### src/rtl/rider_steer_if.sv
// Purpose : bundles the load-cell sample inputs and steering status outputs of rider_steer_ctrl.
// Latency : n/a (signal container only).
// Backpres: none; ld_vld is a one-cycle qualifier with no ready path.
//
// Signals:
//   ld_vld       sample qualifier, one cycle per sample
//   lft_ld       left load cell, unsigned, LD_W bits
//   rght_ld      right load cell, unsigned, LD_W bits
//   clr_fault    clears the saturation fault (only meaningful with STEER_FAULT_EN)
//   en_steer     steering enable, registered
//   rider_off    one-cycle pulse when a rider leaves (entry to IDLE)
//   ld_cell_diff signed lft - rght of the last captured sample, LD_W+1 bits
//   state_o      controller state: IDLE=0, WAIT=1, STEER=2, FAULT=3
//
// Modports: master drives the samples (producer / bench), slave is the controller.
interface rider_steer_if #(
  parameter int LD_W = 12
);
  logic                 ld_vld;
  logic [LD_W-1:0]      lft_ld;
  logic [LD_W-1:0]      rght_ld;
  logic                 clr_fault;
  logic                 en_steer;
  logic                 rider_off;
  logic signed [LD_W:0] ld_cell_diff;
  logic [1:0]           state_o;

  modport master (
    output ld_vld,
    output lft_ld,
    output rght_ld,
    output clr_fault,
    input  en_steer,
    input  rider_off,
    input  ld_cell_diff,
    input  state_o
  );

  modport slave (
    input  ld_vld,
    input  lft_ld,
    input  rght_ld,
    input  clr_fault,
    output en_steer,
    output rider_off,
    output ld_cell_diff,
    output state_o
  );
endinterface

### src/rtl/rider_steer_ctrl.sv
// Purpose : rider-detection FSM for a self-balancing platform; enables steering once a
//           rider of sufficient weight has stood balanced for a full stability-timer period.
// Latency : sample captured on the ld_vld edge, decided one cycle later; outputs are
//           registered (en_steer trails the state by one cycle).
// Backpres: none; every ld_vld sample is accepted, back-to-back samples give one decision each.
//
// Ports:
//   clk    clock, rising edge
//   rst_n  asynchronous active-low reset
//   bus    rider_steer_if.slave (ld_vld/lft_ld/rght_ld/clr_fault in;
//          en_steer/rider_off/ld_cell_diff/state_o out)
//
// Optional feature: define STEER_FAULT_EN to add the load-cell saturation fault
// (SAT_CNT consecutive samples with either cell all-ones forces FAULT until clr_fault).
module rider_steer_ctrl #(
  parameter int LD_W       = 12,
  parameter int TMR_W      = 26,
  parameter int FAST_TMR_W = 15,
  parameter int FAST_SIM   = 0,
  parameter int MIN_WT     = 'h200,
  parameter int HYST       = 'h20,
  parameter int ON_SHIFT   = 3,
  parameter int OFF_SHIFT  = 4,
  parameter int SAT_CNT    = 8
) (
  input  logic          clk,
  input  logic          rst_n,
  rider_steer_if.slave  bus
);

  localparam int TW = (FAST_SIM != 0) ? FAST_TMR_W : TMR_W;

  // Weight thresholds with hysteresis, sized to the sum so comparisons stay width-clean.
  localparam logic [LD_W:0] WT_ON  = (LD_W+1)'(MIN_WT + HYST);
  localparam logic [LD_W:0] WT_OFF = (LD_W+1)'(MIN_WT - HYST);

  typedef enum logic [1:0] {
    IDLE  = 2'd0,
    WAIT  = 2'd1,
    STEER = 2'd2,
    FAULT = 2'd3
  } state_t;

  state_t state;
  state_t state_nxt;

  // ------------------------------------------------------------------
  // Sample capture
  // ------------------------------------------------------------------
  logic [LD_W-1:0]      lft_q;
  logic [LD_W-1:0]      rght_q;
  logic                 smp_vld;
  logic signed [LD_W:0] ld_cell_diff_q;

  always_ff @(posedge clk or negedge rst_n) begin
    if (!rst_n) begin
      lft_q          <= '0;
      rght_q         <= '0;
      smp_vld        <= 1'b0;
      ld_cell_diff_q <= '0;
    end else begin
      smp_vld <= bus.ld_vld;
      if (bus.ld_vld) begin
        lft_q          <= bus.lft_ld;
        rght_q         <= bus.rght_ld;
        ld_cell_diff_q <= $signed({1'b0, bus.lft_ld}) - $signed({1'b0, bus.rght_ld});
      end
    end
  end

  // ------------------------------------------------------------------
  // Weight / balance comparators on the captured sample
  // ------------------------------------------------------------------
  logic [LD_W:0]   sum;
  logic [LD_W-1:0] diff;
  logic [LD_W:0]   diff_x;
  logic            gt_min;
  logic            lt_min;
  logic            unstbl_on;
  logic            unstbl_off;

  assign sum    = {1'b0, lft_q} + {1'b0, rght_q};
  assign diff   = (lft_q >= rght_q) ? (lft_q - rght_q) : (rght_q - lft_q);
  assign diff_x = {1'b0, diff};

  assign gt_min     = sum > WT_ON;
  assign lt_min     = sum < WT_OFF;
  // Entering STEER needs tight balance; staying in STEER tolerates a much larger skew,
  // so a rider shifting weight while turning does not drop out.
  assign unstbl_on  = diff_x > (sum >> ON_SHIFT);
  assign unstbl_off = diff_x > (sum - (sum >> OFF_SHIFT));

  // ------------------------------------------------------------------
  // Stability timer
  // ------------------------------------------------------------------
  logic [TW-1:0] tmr;
  logic          tmr_full;
  logic          tmr_clr;

  assign tmr_full = &tmr;

  // ------------------------------------------------------------------
  // Saturation fault
  // ------------------------------------------------------------------
  logic fault_trip;
  logic fault_clr;

`ifdef STEER_FAULT_EN
  localparam int              SAT_W   = $clog2(SAT_CNT + 1);
  localparam logic [SAT_W-1:0] SAT_LIM = SAT_W'(SAT_CNT);

  logic [SAT_W-1:0] sat_cnt;
  logic [SAT_W-1:0] sat_inc;
  logic             cell_sat;

  assign cell_sat = (&lft_q) | (&rght_q);

  // Count consecutive saturated samples; the count sticks at the limit so a
  // permanently railed cell keeps re-asserting the trip on every sample.
  always_comb begin
    sat_inc = sat_cnt;
    if (smp_vld) begin
      if (cell_sat) begin
        sat_inc = (sat_cnt == SAT_LIM) ? sat_cnt : sat_cnt + SAT_W'(1);
      end else begin
        sat_inc = '0;
      end
    end
  end

  assign fault_trip = smp_vld && (sat_inc == SAT_LIM);
  // A clear is not gated by smp_vld so a lone clr_fault pulse is never lost,
  // but a trip in the same cycle wins and keeps the block in FAULT.
  assign fault_clr  = (state == FAULT) && bus.clr_fault && !fault_trip;

  always_ff @(posedge clk or negedge rst_n) begin
    if (!rst_n) begin
      sat_cnt <= '0;
    end else if (fault_clr) begin
      sat_cnt <= '0;
    end else begin
      sat_cnt <= sat_inc;
    end
  end
`else
  logic unused_fault_cfg;

  assign fault_trip       = 1'b0;
  assign fault_clr        = 1'b0;
  assign unused_fault_cfg = bus.clr_fault ^ SAT_CNT[0];
`endif

  // ------------------------------------------------------------------
  // FSM
  // ------------------------------------------------------------------
  always_ff @(posedge clk or negedge rst_n) begin
    if (!rst_n) begin
      state <= IDLE;
    end else begin
      state <= state_nxt;
    end
  end

  // Weight/balance decisions are only taken on a fresh sample; the timer expiry
  // in WAIT is the one transition that can fire between samples.
  always_comb begin
    state_nxt = state;
    tmr_clr   = 1'b0;
    if (fault_trip) begin
      state_nxt = FAULT;
    end else begin
      case (state)
        IDLE: begin
          if (smp_vld && gt_min) begin
            state_nxt = WAIT;
          end
        end
        WAIT: begin
          if (smp_vld && !gt_min) begin
            state_nxt = IDLE;
          end else if (smp_vld && unstbl_on) begin
            tmr_clr = 1'b1;
          end else if (tmr_full) begin
            state_nxt = STEER;
          end
        end
        STEER: begin
          if (smp_vld) begin
            if (lt_min) begin
              state_nxt = IDLE;
            end else if (unstbl_off) begin
              state_nxt = WAIT;
            end
          end
        end
        FAULT: begin
          if (fault_clr) begin
            state_nxt = IDLE;
          end
        end
        default: begin
          state_nxt = IDLE;
        end
      endcase
    end
  end

  // Timer only runs while staying in WAIT; any entry to WAIT or imbalance restarts
  // it from zero, and it parks at all-ones rather than wrapping.
  always_ff @(posedge clk or negedge rst_n) begin
    if (!rst_n) begin
      tmr <= '0;
    end else if ((state == WAIT) && (state_nxt == WAIT) && !tmr_clr) begin
      tmr <= tmr_full ? tmr : tmr + TW'(1);
    end else begin
      tmr <= '0;
    end
  end

  // ------------------------------------------------------------------
  // Registered outputs
  // ------------------------------------------------------------------
  logic en_steer_q;
  logic rider_off_q;

  always_ff @(posedge clk or negedge rst_n) begin
    if (!rst_n) begin
      en_steer_q  <= 1'b0;
      rider_off_q <= 1'b0;
    end else begin
      en_steer_q  <= (state == STEER);
      // Fires together with the IDLE entry; FAULT->IDLE and reset are excluded.
      rider_off_q <= (state_nxt == IDLE) && ((state == WAIT) || (state == STEER));
    end
  end

  assign bus.en_steer     = en_steer_q;
  assign bus.rider_off    = rider_off_q;
  assign bus.ld_cell_diff = ld_cell_diff_q;
  assign bus.state_o      = state;

`ifndef SYNTHESIS
  // IDLE is entered at most once per cycle pair, so the pulse can never stretch.
  a_off_single: assert property (@(posedge clk) disable iff (!rst_n)
    rider_off_q |=> !rider_off_q);

  // The timer is only ever non-zero while waiting for stability.
  a_tmr_wait_only: assert property (@(posedge clk) disable iff (!rst_n)
    (tmr != '0) |-> (state == WAIT));
`endif

endmodule

### src/flat_wrapper.sv
// flat-port wrapper written by rule: the top's interface ports become plain ports
module rider_steer_ctrl_flat 
#(
  parameter int LD_W       = 12,
  parameter int TMR_W      = 26,
  parameter int FAST_TMR_W = 15,
  parameter int FAST_SIM   = 0,
  parameter int MIN_WT     = 'h200,
  parameter int HYST       = 'h20,
  parameter int ON_SHIFT   = 3,
  parameter int OFF_SHIFT  = 4,
  parameter int SAT_CNT    = 8
)
  (clk, rst_n, bus_ld_vld, bus_lft_ld, bus_rght_ld, bus_clr_fault, bus_en_steer, bus_rider_off, bus_ld_cell_diff, bus_state_o);
  rider_steer_if #(.LD_W(LD_W)) bus_i ();
  input  logic clk;
  input  logic rst_n;
  input wire logic [$bits(bus_i.ld_vld)-1:0] bus_ld_vld;
  input wire logic [$bits(bus_i.lft_ld)-1:0] bus_lft_ld;
  input wire logic [$bits(bus_i.rght_ld)-1:0] bus_rght_ld;
  input wire logic [$bits(bus_i.clr_fault)-1:0] bus_clr_fault;
  output wire logic [$bits(bus_i.en_steer)-1:0] bus_en_steer;
  output wire logic [$bits(bus_i.rider_off)-1:0] bus_rider_off;
  output wire logic [$bits(bus_i.ld_cell_diff)-1:0] bus_ld_cell_diff;
  output wire logic [$bits(bus_i.state_o)-1:0] bus_state_o;
  assign bus_i.ld_vld = bus_ld_vld;
  assign bus_i.lft_ld = bus_lft_ld;
  assign bus_i.rght_ld = bus_rght_ld;
  assign bus_i.clr_fault = bus_clr_fault;
  assign bus_en_steer = bus_i.en_steer;
  assign bus_rider_off = bus_i.rider_off;
  assign bus_ld_cell_diff = bus_i.ld_cell_diff;
  assign bus_state_o = bus_i.state_o;
  rider_steer_ctrl #(.LD_W(LD_W), .TMR_W(TMR_W), .FAST_TMR_W(FAST_TMR_W), .FAST_SIM(FAST_SIM), .MIN_WT(MIN_WT), .HYST(HYST), .ON_SHIFT(ON_SHIFT), .OFF_SHIFT(OFF_SHIFT), .SAT_CNT(SAT_CNT)) u_core (.clk(clk), .rst_n(rst_n), .bus(bus_i));
endmodule
### config.mk
export PLATFORM = sky130hd
export DESIGN_NAME = rider_steer_ctrl_flat
export DESIGN_NICKNAME = d
export VERILOG_FILES = /design/src/rtl/rider_steer_if.sv /design/src/rtl/rider_steer_ctrl.sv /design/src/flat_wrapper.sv
export SDC_FILE = /design/constraint.sdc
export NUM_CORES = 1
export LEC_CHECK = 0
export ABC_CLOCK_PERIOD_IN_PS = 9200
export CAP_MARGIN = 20
export CORE_AREA = 2 2 117 119
export CTS_BUF_LIST = sky130_fd_sc_hd__clkbuf_8
export DETAILED_ROUTE_END_ITERATION = 8
export DIE_AREA = 0 0 119 121
export PLACE_DENSITY = 0.69
export REMOVE_ABC_BUFFERS = 1
export SLEW_MARGIN = 20
export SYNTH_ARGS = -nofsm -noshare
export SYNTH_HDL_FRONTEND = slang
export SYNTH_SLANG_ARGS = --single-unit
### constraint.sdc
create_clock -name clk -period 9.2 [get_ports clk]
set_clock_uncertainty 0.1 [all_clocks]
set_input_delay 1.38 -clock clk [delete_from_list [all_inputs] [get_ports clk]]
set_output_delay 1.38 -clock clk [all_outputs]
set_load 0.05 [all_outputs]
==> results list, run 1 <==
- TritonCTS clock tree: done
- Highest ir drop seen on vdd: 175 uV
- The tree is rooted in a sky130_fd_sc_hd__clkbuf_8.
* Final WS setup: approximately 2.4 ns
- Fin Hold WS: 0.388 ns
* CTS Hold Bufs: 0
- The clock drives 68 sinks.
- Pwr per Cell Area: 227 nW/um^2
- Most numerous cell on the critical path: sky130_fd_sc_hd__inv_1
- The detailed router finished its first iteration with between 500 and 600 violations.
* Number of standard cells after synthesis: about 740
* Placement-stage worst setup slack: 2.45 ns
- Counting flops with an async set or reset pin after synthesis yields a share of 1.00.
- Worst path top cell family by delay: compound AO/OA/AOI/OAI gates
- The floorplan step defined a die boundary enclosing approximately 14000 sq um.
* Number of buffers inserted during clock tree synthesis: 9
- In the layout the commonest cells are 80 x sky130_fd_sc_hd__ha_1, 73 x sky130_fd_sc_hd__nand2_1, 71 x sky130_fd_sc_hd__inv_1.
* Hold violation count in the final report: 0
* Post-CTS Setup Repair Bufs: 0
* Wire length of the first global-routing pass: 25100 um
- STA puts the critical path data arrival time at 6.92 ns.
* Synthesized area: 6460 sq um
- Before antenna repair, the detailed router went through 6 iterations.
- Max-slew violation count: 0
- After detailed routing, the number of remaining DRC violations is 0.
- The slowest stage of the critical path is the sky130_fd_sc_hd__ha_1 cell.
- At the pin with the least slew margin, the transition time is just under 0.9 ns.
* Fraction of the yosys area taken by sequential cells: 0.263
* Maximum clock frequency: 148 MHz
- Yosys printed 0 warnings.
- Routed vias: 5451
* Worst path bufs/invs: 4
- Fraction of the cycle the final worst path needs: 0.736
- Setup violations remaining at the end of the flow were counted as 0.
- HPWL after detailed placement: 11400 um
* Total wire length: 14600 um
* Die Width: 119 um
- I/O pin count: between 40 and 50
- Headroom to the max-slew limit came out at 0.416.
- Kind of start point of the critical path: flip-flop
- Maximum number of pins on one net before global-route repair: a little under 70
* Commonest non-fill, non-tap cell in the layout: sky130_fd_sc_hd__ha_1
- Final-layout setup total negative slack: 0 ns
* Setup repair after global routing missed its margin: no
- Number of input and output port buffers inserted: 43
- Vias per cell: around 5.7
- The region available for standard cell placement spans 13100 sq um.
- Category of the critical setup timing path: reg -> reg
- Number of gates resized after CTS: 0
- Filler cells: between 1000 and 1500
* Initial antenna violation count: 0
- Leakage power total: 3.28 nW
- Gpl congestion: 0.888
- Critical path endpoint category: flip-flop
- Rows: 42
- Final nets: 890
- The initial utilization of the core area, before any placement, comes to 0.494.
* Highest net fanout along the worst path: 26
- After detailed routing, the average wire length per cell comes to about 15 um.
* Yosys reg bits: a little under 70
* Worst min-delay path class: reg -> reg
- Final min period: 6.77 ns
* Synth-to-Final Area Change: 11.8%
- The design draws 0.00164 W.
- Averaged over all synthesized cells, the footprint is 8.69 sq um.
- In the global route stage, overall resource usage came out at 0.212.
* GRT Residual Overflow: 0
- EDFF count, synth: 0
* Ratio of cells with drive above 1 in the final layout: 0.0858
- The flow ran to the end, and the final reports show no timing, DRC or antenna violations.
* Remaining number of nets flagged by the antenna check after routing: 0
* Die outline height: 121 um
- Highest cell delay on the worst timing path: 0.55 ns
- After clock tree synthesis, the clock-pin slew on the worst setup and hold paths is 0.08 ns.
- The via count of the first global-routing pass is 5328.
- Main flop type after synthesis: sky130_fd_sc_hd__dfrtp_1
* Number of buffers on the longest clock path: 2
* Req. time, crit path: 9.35 ns
* Source-to-sink clock delay at the later pin of the worst-skew pair: 0.35 ns
* H-tree lvl count: 3
* Max-capacitance violation count: 0
* Number of distinct library cells after synthesis: 79
* Diode insertion count for antenna repair: 0
flip-flops by register name, indices dropped and copies added (netlist names):
signal,cells
u_core.bus.ld_cell_diff,13
u_core.bus.rider_off,1
u_core.bus.en_steer,1
u_core.smp_vld,1
u_core.bus.state_o,2
u_core.rght_q,12
u_core.tmr,26
u_core.lft_q,12
metal layers:
metal / share of wire / vias to the layer above / track usage
met1: 0.48 / 2608 / 0.291
met5: 0 / - / 0
met3: 0.037 / 19 / 0.0282
li1: - / 2699 / -
met4: 0.016 / 0 / 0.0610
met2: 0.47 / 125 / 0.349
through the flow:
step / area (sq um) / utilization / std cells
finish: 7230 / 0.552 / 957
CTS: 7230 / 0.552 / 957
floorplan: 6340 / - / 719
global route: 7230 / 0.552 / 957
global placement: 7010 / 0.536 / 942
detailed placement: 7010 / 0.536 / 942
worst register-to-register path, delay by kind of cell (launching register included):
kind	cells	cell delay, ns
buffers and inverters	4	0.67
flip-flops	1	0.37
AO/OA/AOI/OAI	11	2.92
XOR/XNOR	2	0.37
AND/OR/NAND/NOR	5	0.87
adder cells (fa/ha/maj)	3	1.36
cell families (layout without fill, tap and decap cells):
group | Yosys count | after routing | share of synthesized area
AND/OR/NAND/NOR | 226 | 226 | 0.181
AO/OA/AOI/OAI | 189 | 189 | 0.208
buffers and inverters | 99 | 136 | 0.0617
adder cells (fa/ha/maj) | 85 | 85 | 0.170
flip-flops | 68 | 68 | 0.263
XOR/XNOR | 59 | 59 | 0.0865
multiplexers | 18 | 18 | 0.0296
final cells by class:
type                    instances  area, sq um  share of cell area
flip-flops and latches         68         1700               0.235
inverters                      74          278              0.0384
multi-input cells             577         4360               0.604
clock buffers                   9          124              0.0171
well taps                     176          220              0.0305
repair buffers                 47          450              0.0623
clock inverters                 6         88.8              0.0123
synth_stat cells (3+ instances only):
master,instances,area [sq um]
sky130_fd_sc_hd__nand3b_1,3,22.5
sky130_fd_sc_hd__inv_1,71,267
sky130_fd_sc_hd__o41ai_1,4,35.0
sky130_fd_sc_hd__nand3_1,19,95.1
sky130_fd_sc_hd__a211oi_1,6,45.0
sky130_fd_sc_hd__o21ai_0,54,270
sky130_fd_sc_hd__o21a_1,5,37.5
sky130_fd_sc_hd__a31oi_1,7,43.8
sky130_fd_sc_hd__and4_1,4,35.0
sky130_fd_sc_hd__o211a_1,3,30.0
sky130_fd_sc_hd__a21o_1,20,150
sky130_fd_sc_hd__dfrtp_1,68,1700
sky130_fd_sc_hd__nor2_1,37,139
sky130_fd_sc_hd__nand2_1,73,274
sky130_fd_sc_hd__xor2_1,20,175
sky130_fd_sc_hd__nor4_1,4,25.0
sky130_fd_sc_hd__inv_2,3,11.3
sky130_fd_sc_hd__buf_2,10,50.1
sky130_fd_sc_hd__nand4_1,13,81.3
sky130_fd_sc_hd__a21oi_1,39,195
sky130_fd_sc_hd__o31ai_1,3,22.5
sky130_fd_sc_hd__and3_1,4,25.0
sky130_fd_sc_hd__nor3b_1,3,22.5
sky130_fd_sc_hd__a21boi_0,5,37.5
sky130_fd_sc_hd__mux2_2,9,101
sky130_fd_sc_hd__nand2b_1,6,37.5
sky130_fd_sc_hd__nor3_2,9,90.1
sky130_fd_sc_hd__or3_1,7,43.8
sky130_fd_sc_hd__nor3_1,24,120
sky130_fd_sc_hd__ha_1,80,1000
sky130_fd_sc_hd__xnor2_1,35,307
sky130_fd_sc_hd__fa_1,5,100
sky130_fd_sc_hd__clkbuf_1,10,37.5
sky130_fd_sc_hd__a221o_1,3,30.0
sky130_fd_sc_hd__nor2b_1,8,50.1
sky130_fd_sc_hd__buf_1,3,11.3
sky130_fd_sc_hd__mux2i_1,9,90.1
power breakdown:
group,switching (W),internal (W),total [W]
Combinational,0.000611,0.000416,0.00103
Sequential,0.0000204,0.000326,0.000346
Clock,0.000117,0.000151,0.000269
worst paths after layout:
check                           slack (ns)                        from  cells past startpoint                    endpoint
worst max-delay path                  2.43            u_core.rght_q[4]                     25               u_core.tmr[8]
min in group asynchronous             1.11                       rst_n                      2  u_core.bus.ld_cell_diff[2]
worst min register to register        0.39  u_core.bus.ld_cell_diff[4]                      1  u_core.bus.ld_cell_diff[4]
max in group asynchronous             7.30                       rst_n                      2               u_core.tmr[3]
worst max register to register        2.43            u_core.rght_q[4]                     25               u_core.tmr[8]
worst min-delay path                  0.39  u_core.bus.ld_cell_diff[4]                      1  u_core.bus.ld_cell_diff[4]
No activity file was read; power rests on OpenSTA's default activity.
==> run 2, diff against run 1 <==
Settings changed: ABC_CLOCK_PERIOD_IN_PS 9200 to 6550.
Clock period 9.2 ns to 6.55 ns, I/O delays scaled along.
==> results list, run 2 (synthesized netlist as in run 1, its figures left out) <==
- Result of the run: finished, final reports clean
- Number of buffers inserted during clock tree synthesis: 9 (unchanged)
* Area of the core: 13100 sq um (unchanged)
* Gpl congestion: 0.894 (+0.68%)
- The number of port buffers came to 43 (unchanged).
* Final count of negative-setup-slack endpoints: 0 (unchanged)
- Ratio of cells with drive above 1 in the final layout: 0.117 (+0.0308)
- Final nets: 906 (+1.8%)
* Die outline height: 121 um (unchanged)
- The first-pass GRT wire length was 25300 um (+0.85%).
- Max-capacitance violation count: 0 (unchanged)
- Fraction of the cycle the final worst path needs: 0.949 (+0.214)
- Critical path endpoint category: flip-flop
- Worst min-delay path class: reg -> reg
- Hold violation count in the final report: 0 (unchanged)
- The area growth from synthesis to layout is 14.2%.
- Commonest non-fill, non-tap cells in the layout: 79 x sky130_fd_sc_hd__ha_1, 73 x sky130_fd_sc_hd__nand2_1, 71 x sky130_fd_sc_hd__inv_1
- The number of placed I/O pins is 45 (unchanged).
- The number of buffers on the longest clock path is 2 (unchanged).
- The pin count of the biggest net entering global routing is 69 (unchanged).
- The clock-pin slew on the worst setup and hold paths is 0.07 ns (about the same).
- Source-to-sink clock delay at the later pin of the worst-skew pair: 0.36 ns (about the same)
* Register containing the most flip-flops in the final layout: u_core.tmr
- Highest net fanout along the worst path: 12 (-54%)
- Number of global-route vias before repair: 5466 (+2.6%)
- Final min period: 6.22 ns (-0.549 ns)
* Flop-to-flop setup slack: 0.33 ns (-2.10 ns)
* Routed vias: 5529 (+1.4%)
* Number of remaining DRC errors: 0 (unchanged)
- The worst slack at placement came to 0.123 ns (-2.32 ns).
- The power per cell area is 325 nW/um^2 (+43%).
- Effective utilization at floorplan: 0.494 (unchanged)
- Number of placed cells counting well taps: 955 (+1.4%)
- The number of fillers in the final layout was 1213 (+3.1%).
- Die Width: 119 um (unchanged)
- H-tree lvl count: 3 (unchanged)
* Starting DRT DRC Count: 324 (-38%)
- TritonCTS built the clock tree.
- The overall power is 0.00240 W (+46%).
- Worst endpoint data arrival time: 6.34 ns (-0.58 ns)
- GRT Resource Usage Total: 0.214 (+0.00193)
- The final-report max-slew violation count is 0 (unchanged).
- Cell Count, Final, Fillers Out: 974 (+1.8%)
- Category of the critical setup timing path: reg -> reg
- Avg WL per Cell: 15.5 um (+1.4%)
- The final wirelength was 15100 um (+3.2%).
- Leakage power total: 3.37 nW (+2.7%)
- Maximum clock frequency: 161 MHz (+8.8%)
- Detailed-router iteration count before antenna repair: 6 (unchanged)
- Diode insertion count for antenna repair: 0 (unchanged)
- Root buffer cell: sky130_fd_sc_hd__clkbuf_8
- Vias per cell: 5.68 (-0.34%)
- Kind of start point of the critical path: flip-flop
* HPWL after detailed placement: 11800 um (+2.9%)
- The required time of the worst setup path was 6.68 ns (-2.67 ns).
* CTS Hold Bufs: 0 (unchanged)
* Setup repair after global routing missed its margin: yes
- Initial antenna violation count: 0 (unchanged)
- The leftover overflow at the end of global routing was 0 (unchanged).
- The slew at the pin with the worst max-slew slack came to 0.865 ns (-0.0115 ns).
* Worst slew slack as a fraction of its limit: 0.424 (+0.00769)
- The number of routed nets with antenna violations was 0 (unchanged).
- The standard-cell row count was 42 (unchanged).
- Max reg flops: 26 (unchanged)
- Commonest non-fill, non-tap cell in the layout: sky130_fd_sc_hd__ha_1
- The largest vdd supply drop came to 157 uV (-10%).
- Floorplan die area: 14400 sq um (unchanged)
- Clk sink count: 68 (unchanged)
* Final WS setup: 0.333 ns (-2.10 ns)
==> run 2: repair_timing <==
action	in CTS	in global routing
setup endpoints to repair	0	28
gates resized for setup	0	11
buffers inserted	0	3
==> run 2: worst paths after layout <==
kind | start | endpoint | cells after the start
min reg2reg | u_core.bus.ld_cell_diff[4] | u_core.bus.ld_cell_diff[4] | 1
max | u_core.rght_q[0] | u_core.tmr[12] | 26
max in group asynchronous | rst_n | u_core.rght_q[1] | 2
min in group asynchronous | rst_n | u_core.bus.ld_cell_diff[3] | 2
max reg2reg | u_core.rght_q[0] | u_core.tmr[12] | 26
min | u_core.bus.ld_cell_diff[4] | u_core.bus.ld_cell_diff[4] | 1
==> run 2: routing by layer <==
metal | up-vias | wire length, um | track usage
met5 | - | 0 | 0
met3 | 30 | 535 | 0.0348
met1 | 2644 | 7130 | 0.282
li1 | 2736 | - | -
met2 | 119 | 7100 | 0.356
met4 | 0 | 324 | 0.0729
==> run 2: power breakdown <==
part	internal [W]	leakage [nW]	switching [W]
sequential	0.000458	0.870	0.0000292
clock	0.000174	0.100	0.000166
combinational	0.000662	2.39	0.000907
==> run 2: cell type report <==
type | instances | area [sq um] | share of cell area
Multi-Input combinational cell | 577 | 4410 | 0.597
Sequential cell | 68 | 1700 | 0.231
Timing Repair Buffer | 63 | 583 | 0.0790
Inverter | 74 | 278 | 0.0376
Tap cell | 176 | 220 | 0.0298
Clock buffer | 9 | 124 | 0.0168
Clock inverter | 7 | 68.8 | 0.00932
==> run 2: through the flow <==
stage	utilization	instance area, sq um	hold WS, ns	TNS (ns)
6_report	0.564	7380	0.387	0
5_1_grt	0.564	7380	0.410	-0.171
4_1_cts	0.559	7320	0.393	0
3_5_place_dp	0.544	7120	0.372	0
3_3_place_gp	0.544	7120	0.366	0
2_1_floorplan	-	6340	0.412	0
==> run 2: worst max-delay path, cell delays in order (launching register included) <==
cell and delay [ns]:
sky130_fd_sc_hd__dfrtp_1 0.38, sky130_fd_sc_hd__ha_2 0.23, sky130_fd_sc_hd__inv_1 0.06, sky130_fd_sc_hd__fa_1 0.41
sky130_fd_sc_hd__o21bai_1 0.23, sky130_fd_sc_hd__a21oi_1 0.11, sky130_fd_sc_hd__xnor2_1 0.19, sky130_fd_sc_hd__inv_1 0.13
sky130_fd_sc_hd__ha_1 0.24, sky130_fd_sc_hd__fa_1 0.42, sky130_fd_sc_hd__o41ai_2 0.35, sky130_fd_sc_hd__buf_4 0.17
sky130_fd_sc_hd__a31oi_1 0.13, sky130_fd_sc_hd__o31a_1 0.33, sky130_fd_sc_hd__xor2_1 0.17, sky130_fd_sc_hd__ha_1 0.30
sky130_fd_sc_hd__and4_1 0.20, sky130_fd_sc_hd__a221o_1 0.35, sky130_fd_sc_hd__nand2_1 0.08, sky130_fd_sc_hd__a31oi_2 0.11
sky130_fd_sc_hd__nand2_1 0.13, sky130_fd_sc_hd__o2111ai_1 0.11, sky130_fd_sc_hd__o22ai_1 0.32, sky130_fd_sc_hd__a21oi_2 0.12
sky130_fd_sc_hd__a22oi_2 0.35, sky130_fd_sc_hd__buf_4 0.28, sky130_fd_sc_hd__nor3_1 0.08
